File: src/rtl/ex_issue_sequencer_if.sv
// Handshake bundle between the ID stage, the EX issue sequencer and the MEM stage.
// The master side drives operations in and consumes results; the slave is the sequencer.
interface ex_issue_sequencer_if #(
    parameter int XLEN = 32
);
    logic            inValid;
    logic            inReady;
    logic [7:0]      exOp;
    logic [XLEN-1:0] opA;
    logic [XLEN-1:0] opB;
    logic            flush;
    logic            outValid;
    logic            outReady;
    logic [XLEN-1:0] result;
    logic            busy;

    modport master (
        output inValid, exOp, opA, opB, flush, outReady,
        input  inReady, outValid, result, busy
    );

    modport slave (
        input  inValid, exOp, opA, opB, flush, outReady,
        output inReady, outValid, result, busy
    );
endinterface

File: src/rtl/ex_issue_sequencer.sv
// EX-stage issue sequencer: single-cycle ALU ops plus iterative one-bit-per-cycle shifts,
// with a valid/ready handshake on both sides and a flush that discards in-flight work.
module ex_issue_sequencer #(
    parameter int XLEN = 32
) (
    input logic                 clk,
    input logic                 rst_n,
    ex_issue_sequencer_if.slave seq_if
);
    localparam logic [1:0] IDLE  = 2'd0;
    localparam logic [1:0] SHIFT = 2'd1;
    localparam logic [1:0] DONE  = 2'd2;

    logic [1:0]      state_q, state_d;
    logic [XLEN-1:0] acc_q, acc_d;
    logic [XLEN-1:0] result_q, result_d;
    logic [4:0]      cnt_q, cnt_d;
    logic            shr_q, shr_d;
    logic            sra_q, sra_d;

    logic            work_en, cpt_sel, is_shift, in_ready, transfer;
    logic [3:0]      alu_op;
    logic [XLEN-1:0] alu_res, acc_step;

    assign work_en  = seq_if.exOp[0];
    assign cpt_sel  = seq_if.exOp[1];
    assign alu_op   = seq_if.exOp[7:4];
    assign is_shift = work_en && !cpt_sel &&
                      (alu_op == 4'b0001 || alu_op == 4'b0101 || alu_op == 4'b1101);

    // A pending flush blocks acceptance even when the MEM stage is draining DONE.
    assign in_ready = rst_n && !seq_if.flush &&
                      (state_q == IDLE || (state_q == DONE && seq_if.outReady));
    assign transfer = seq_if.inValid && in_ready;

    always_comb begin
        alu_res = '0;
        if (!work_en) begin
            alu_res = '0;
        end else if (cpt_sel) begin
            alu_res = seq_if.opB;
        end else begin
            case (alu_op)
                4'b0000: alu_res = seq_if.opA + seq_if.opB;
                4'b1000: alu_res = seq_if.opA - seq_if.opB;
                4'b0010: alu_res = {{(XLEN-1){1'b0}}, ($signed(seq_if.opA) < $signed(seq_if.opB))};
                4'b0011: alu_res = {{(XLEN-1){1'b0}}, (seq_if.opA < seq_if.opB)};
                4'b0100: alu_res = seq_if.opA ^ seq_if.opB;
                4'b0110: alu_res = seq_if.opA | seq_if.opB;
                4'b0111: alu_res = seq_if.opA & seq_if.opB;
                4'b1111: alu_res = seq_if.opA + XLEN'(4);
                default: alu_res = '0;
            endcase
        end
    end

    always_comb begin
        acc_step = {acc_q[XLEN-2:0], 1'b0};
        if (shr_q) begin
            acc_step = {(sra_q ? acc_q[XLEN-1] : 1'b0), acc_q[XLEN-1:1]};
        end
    end

    always_comb begin
        state_d  = state_q;
        acc_d    = acc_q;
        result_d = result_q;
        cnt_d    = cnt_q;
        shr_d    = shr_q;
        sra_d    = sra_q;
        if (transfer) begin
            shr_d = alu_op[2];
            sra_d = alu_op[3];
            if (is_shift && seq_if.opB[4:0] != 5'd0) begin
                state_d = SHIFT;
                acc_d   = seq_if.opA;
                cnt_d   = seq_if.opB[4:0];
            end else begin
                state_d  = DONE;
                result_d = is_shift ? seq_if.opA : alu_res;
            end
        end else if (seq_if.flush) begin
            state_d = IDLE;
        end else begin
            case (state_q)
                SHIFT: begin
                    acc_d = acc_step;
                    cnt_d = cnt_q - 5'd1;
                    if (cnt_q == 5'd1) begin
                        state_d  = DONE;
                        result_d = acc_step;
                    end
                end
                DONE:    if (seq_if.outReady) state_d = IDLE;
                default: state_d = IDLE;
            endcase
        end
    end

    always_ff @(posedge clk) begin
        if (!rst_n) begin
            state_q  <= IDLE;
            acc_q    <= '0;
            result_q <= '0;
            cnt_q    <= '0;
            shr_q    <= 1'b0;
            sra_q    <= 1'b0;
        end else begin
            state_q  <= state_d;
            acc_q    <= acc_d;
            result_q <= result_d;
            cnt_q    <= cnt_d;
            shr_q    <= shr_d;
            sra_q    <= sra_d;
        end
    end

    // Status outputs are gated by rst_n so they read inactive throughout reset.
    assign seq_if.inReady  = in_ready;
    assign seq_if.outValid = rst_n && (state_q == DONE);
    assign seq_if.busy     = rst_n && (state_q != IDLE);
    assign seq_if.result   = result_q;
endmodule

File: src/flat_wrapper.sv
// flat-port wrapper written by rule: the top's interface ports become plain ports
module ex_issue_sequencer_flat 
#(
    parameter int XLEN = 32
)
  (clk, rst_n, seq_if_inValid, seq_if_exOp, seq_if_opA, seq_if_opB, seq_if_flush, seq_if_outReady, seq_if_inReady, seq_if_outValid, seq_if_result, seq_if_busy);
  ex_issue_sequencer_if #(.XLEN(XLEN)) seq_if_i ();
  input logic clk;
  input logic rst_n;
  input wire logic [$bits(seq_if_i.inValid)-1:0] seq_if_inValid;
  input wire logic [$bits(seq_if_i.exOp)-1:0] seq_if_exOp;
  input wire logic [$bits(seq_if_i.opA)-1:0] seq_if_opA;
  input wire logic [$bits(seq_if_i.opB)-1:0] seq_if_opB;
  input wire logic [$bits(seq_if_i.flush)-1:0] seq_if_flush;
  input wire logic [$bits(seq_if_i.outReady)-1:0] seq_if_outReady;
  output wire logic [$bits(seq_if_i.inReady)-1:0] seq_if_inReady;
  output wire logic [$bits(seq_if_i.outValid)-1:0] seq_if_outValid;
  output wire logic [$bits(seq_if_i.result)-1:0] seq_if_result;
  output wire logic [$bits(seq_if_i.busy)-1:0] seq_if_busy;
  assign seq_if_i.inValid = seq_if_inValid;
  assign seq_if_i.exOp = seq_if_exOp;
  assign seq_if_i.opA = seq_if_opA;
  assign seq_if_i.opB = seq_if_opB;
  assign seq_if_i.flush = seq_if_flush;
  assign seq_if_i.outReady = seq_if_outReady;
  assign seq_if_inReady = seq_if_i.inReady;
  assign seq_if_outValid = seq_if_i.outValid;
  assign seq_if_result = seq_if_i.result;
  assign seq_if_busy = seq_if_i.busy;
  ex_issue_sequencer #(.XLEN(XLEN)) u_core (.clk(clk), .rst_n(rst_n), .seq_if(seq_if_i));
endmodule
File: config.mk
export PLATFORM = sky130hd
export DESIGN_NAME = ex_issue_sequencer_flat
export DESIGN_NICKNAME = d
export VERILOG_FILES = /design/src/rtl/ex_issue_sequencer_if.sv /design/src/rtl/ex_issue_sequencer.sv /design/src/flat_wrapper.sv
export SDC_FILE = /design/constraint.sdc
export NUM_CORES = 1
export LEC_CHECK = 0
export CAP_MARGIN = 5
export CORE_MARGIN = 4
export CORE_UTILIZATION = 56
export CTS_CLUSTER_SIZE = 10
export DETAILED_ROUTE_END_ITERATION = 10
export MAX_ROUTING_LAYER = met4
export PLACE_DENSITY = 0.84
export SETUP_SLACK_MARGIN = 0.2
export SLEW_MARGIN = 20
export SYNTH_ARGS = -nofsm -noshare
export SYNTH_HDL_FRONTEND = slang
export SYNTH_SLANG_ARGS = --single-unit
File: constraint.sdc
create_clock -name clk -period 6.6 [get_ports clk]
set_input_delay 1.65 -clock clk [delete_from_list [all_inputs] [get_ports clk]]
set_output_delay 1.65 -clock clk [all_outputs]
set_load 0.02 [all_outputs]
==> summary.md <==
| Metric | Value |
|---|---|
| Comb power frac | `0.412` |
| FMAX | `approximately 0.17 GHz` |
| Post-synth top flop | `dfxtp_1` |
| Clock root buffer | `clkbuf_16` |
| Power, Total | `around 1700 uW` |
| Slew @ Worst Pin | `approximately 1100 ps` |
| Worst EP arrival | `6030 ps` |
| Layout Skew | `approximately 12 ps` |
| Post-Place Worst Slack | `a little over 700 ps` |
| Synth Register Bits | `73` |
| Post-synth EDFFs | `0` |
| Die X | `143 um` |
| Port Buf Inserts | `between 100 and 150` |
| Synthesized Nets | `1,673` |
| Final hold violations | `0` |
| Worst vdd ir | `between 0.15 and 0.2 mV` |
| Clock share of power | `0.312` |
| Crit path kind | `in -> reg` |
| Rel. slew slack | `0.231` |
| Post-Syn Instances | `between 1,000 and 1,500` |
| Req. time, crit path | `between 6000 and 7000 ps` |
| First-pass GRT wire length | `about 62 mm` |
| DR WL/cell | `23.0 um` |
| DRT iter0 DRCs | `1,390` |
| Resize count post-CTS | `0` |
| Hold Path Class | `reg -> reg` |
| Die Y | `~140 um` |
| Setup bufs post-CTS | `0` |
| Antenna violations before repair | `1` |
| Crit path capture | `u_core.seq_if.result[0]` |
| Critical path capture point type | `flip-flop` |
| Top cells by count, synth | `a21oi_1, nand2_1, nor2_1, ha_1, inv_1` |
| NetSw | `approximately 670 uW` |
| RSZ-0062 raised after global routing | `no` |
| FF-to-FF setup slack | `roughly 3400 ps` |
| Post-synth top area cell | `dfxtp_1` |
| Post-synthesis average cell area | `6.85 um2` |
| Die area | `0.0204 mm2` |
| Status | `complete, no violations` |
| Max clock buf depth | `2` |
| Wirelength, routed | `just over 40 mm` |
| Setup TNS | `0 ps` |
| Distinct cells, synth | `87` |
| GRT overflow | `0` |
| Area of the multi-input gates | `~0.0078 mm2` |
| Share of cells above drive strength 1 | `0.0485` |
| Number of max-cap violations | `0` |
| Vias in the first global route | `between 10,000 and 15,000` |
| Hold_buf cts | `0` |
| Final setup vio count | `0` |
| CP cell instances | `clkdlybuf4s50_1, inv_1, ha_1, nor4_1, o311ai_0, a211oi_1, o21ai_1, a211oi_1, o21ai_1, o41ai_1, a31o_1, a31oi_1` |
| Cell Area, Synth | `approximately 0.010 mm2` |
| Num CTS Buffers | `9` |
| Worst-case hold slack | `~460 ps` |
| Clock tree sinks | `73` |
| WHS Path Cells | `2` |
| DP Wirelength | `29.6 mm` |
| Synth area leaders | `dfxtp_1, ha_1, a21oi_1, nand2_1, nor2_1` |
| CTS tree | `yes` |
| GRT Util Overall | `0.396` |
| Routed Antenna Nets | `0` |
| Fin crit share | `0.878` |
| Synth Warn # | `0` |
| DRC violation count after routing | `0` |
| Worst setup margin | `807 ps` |
| Placed insts | `1,741` |
| Sw Share | `0.402` |
| Worst r2r dst | `u_core.seq_if.result[27]` |
| Reg-to-Reg Start | `u_core.state_q[0]` |
| Via count | `approximately 12,000` |
| Count leader, synth | `a21oi_1` |
| FP Rows | `49` |
| Pin count of the biggest net entering global routing | `73` |
| Layout Nets | `roughly 1,700` |
| Worst-skew pair later-pin latency | `360 ps` |
| Core Region | `0.0179 mm2` |
| Top cell type's share of synthesized area | `0.143` |
| DR vias/cell | `between 6 and 7` |
| Shortest period the worst path allows | `about 5800 ps` |
| CP Launch Type | `input port` |
| Clock transition at path regs | `70 ps` |
| CP max-delay cell | `clkdlybuf4s50_1` |
| Reg2reg path depth | `9` |
| H-tree depth | `3` |
| CP peak stage delay | `720 ps` |
| Drt pass-1 iters | `6` |
| Final non-filler cell total | `1,757` |
| Fillers | `between 1,500 and 2,000` |
| Area grow syn2layout | `13.7%` |
| Sequential share of power | `0.276` |
| Register area | `around 0.0015 mm2` |
| CP startpoint | `seq_if_opA[13]` |
| I/O Pins | `about 110` |
| Crit-path max FO | `9` |
| Leak pwr | `around 0.0045 uW` |
| Routability cong. | `1.02` |
| Cell Pwr Density | `144 mW/mm2` |
| Fin. max-slew vios | `0` |
| Register area share after synthesis | `0.143` |
| Starting Density | `0.569` |
| Ys async rst share | `0` |
| Internal power | `1000 uW` |
-- worst max-delay path: cells and delay by family --
kind | cells | cell delay (ps)
fa+ha+maj | 1 | 450
simple gates | 1 | 470
buf+inv | 2 | 890
compound gates | 8 | 2560
-- power by group through the flow --
stage	Sequential (uW)	Clock (uW)	Combinational, uW
final	461	522	688
after global routing	462	533	739
after CTS	461	519	668
after detailed placement	471	0	663
after global placement	470	0	660
after floorplan	477	0	428
-- stage by stage --
step,area [um2],util
after floorplan,10200,-
after global placement,11300,0.630
after detailed placement,11300,0.630
after CTS,11600,0.647
after global routing,11600,0.647
final,11600,0.647
-- worst min-delay path by stage --
stage,to,slack (ps),from
floorplan,u_core.sra_q,440,u_core.sra_q
global placement,u_core.sra_q,440,u_core.sra_q
detailed placement,u_core.sra_q,450,u_core.sra_q
CTS,u_core.sra_q,460,u_core.sra_q
global route,u_core.sra_q,480,u_core.sra_q
finish,u_core.sra_q,460,u_core.sra_q
-- final cells by class --
class	instances	area share
diodes	1	0.000216
clock buffers	9	0.0194
clock inverters	6	0.00605
inverters	107	0.0347
multi-input cells	1195	0.677
flip-flops and latches	73	0.126
well taps	229	0.0247
repair buffers	137	0.112
-- flip-flops by register name, summed over array words and instances, names as in the netlist --
name,count
u_core.state_q,2
u_core.sra_q,1
u_core.acc_q,32
u_core.cnt_q,5
u_core.shr_q,1
u_core.seq_if.result,32
-- cells by family after synthesis --
kind of cell	share of synthesized area
adders and majority gates	0.134
xor gates and xnor gates	0.0473
and+or+nand+nor	0.200
DFF	0.143
buffers and inverters	0.0881
muxes	0.0336
AOI/OAI and AO/OA	0.354
-- placed cells by master, fill, tap and decap left out, drive strengths merged, types with 15 or more instances in the layout --
cell / instances
o211ai: 44
buf: 29
xnor2: 51
o22ai: 16
nor3: 23
dfxtp: 73
nor2: 141
inv: 105
mux2i: 32
nand4: 15
ha: 106
a31oi: 23
nand3: 44
a211oi: 43
a21oi: 201
nand2b: 16
clkdlybuf4s50: 108
o21ai: 91
nand2: 146
-- routing by layer --
layer	wire (um)	GRT usage
met4	2350	0.186
met2	17400	0.602
met5	0	-
met1	16100	0.514
met3	4580	0.0630
No activity file was read; power rests on OpenSTA's default activity.
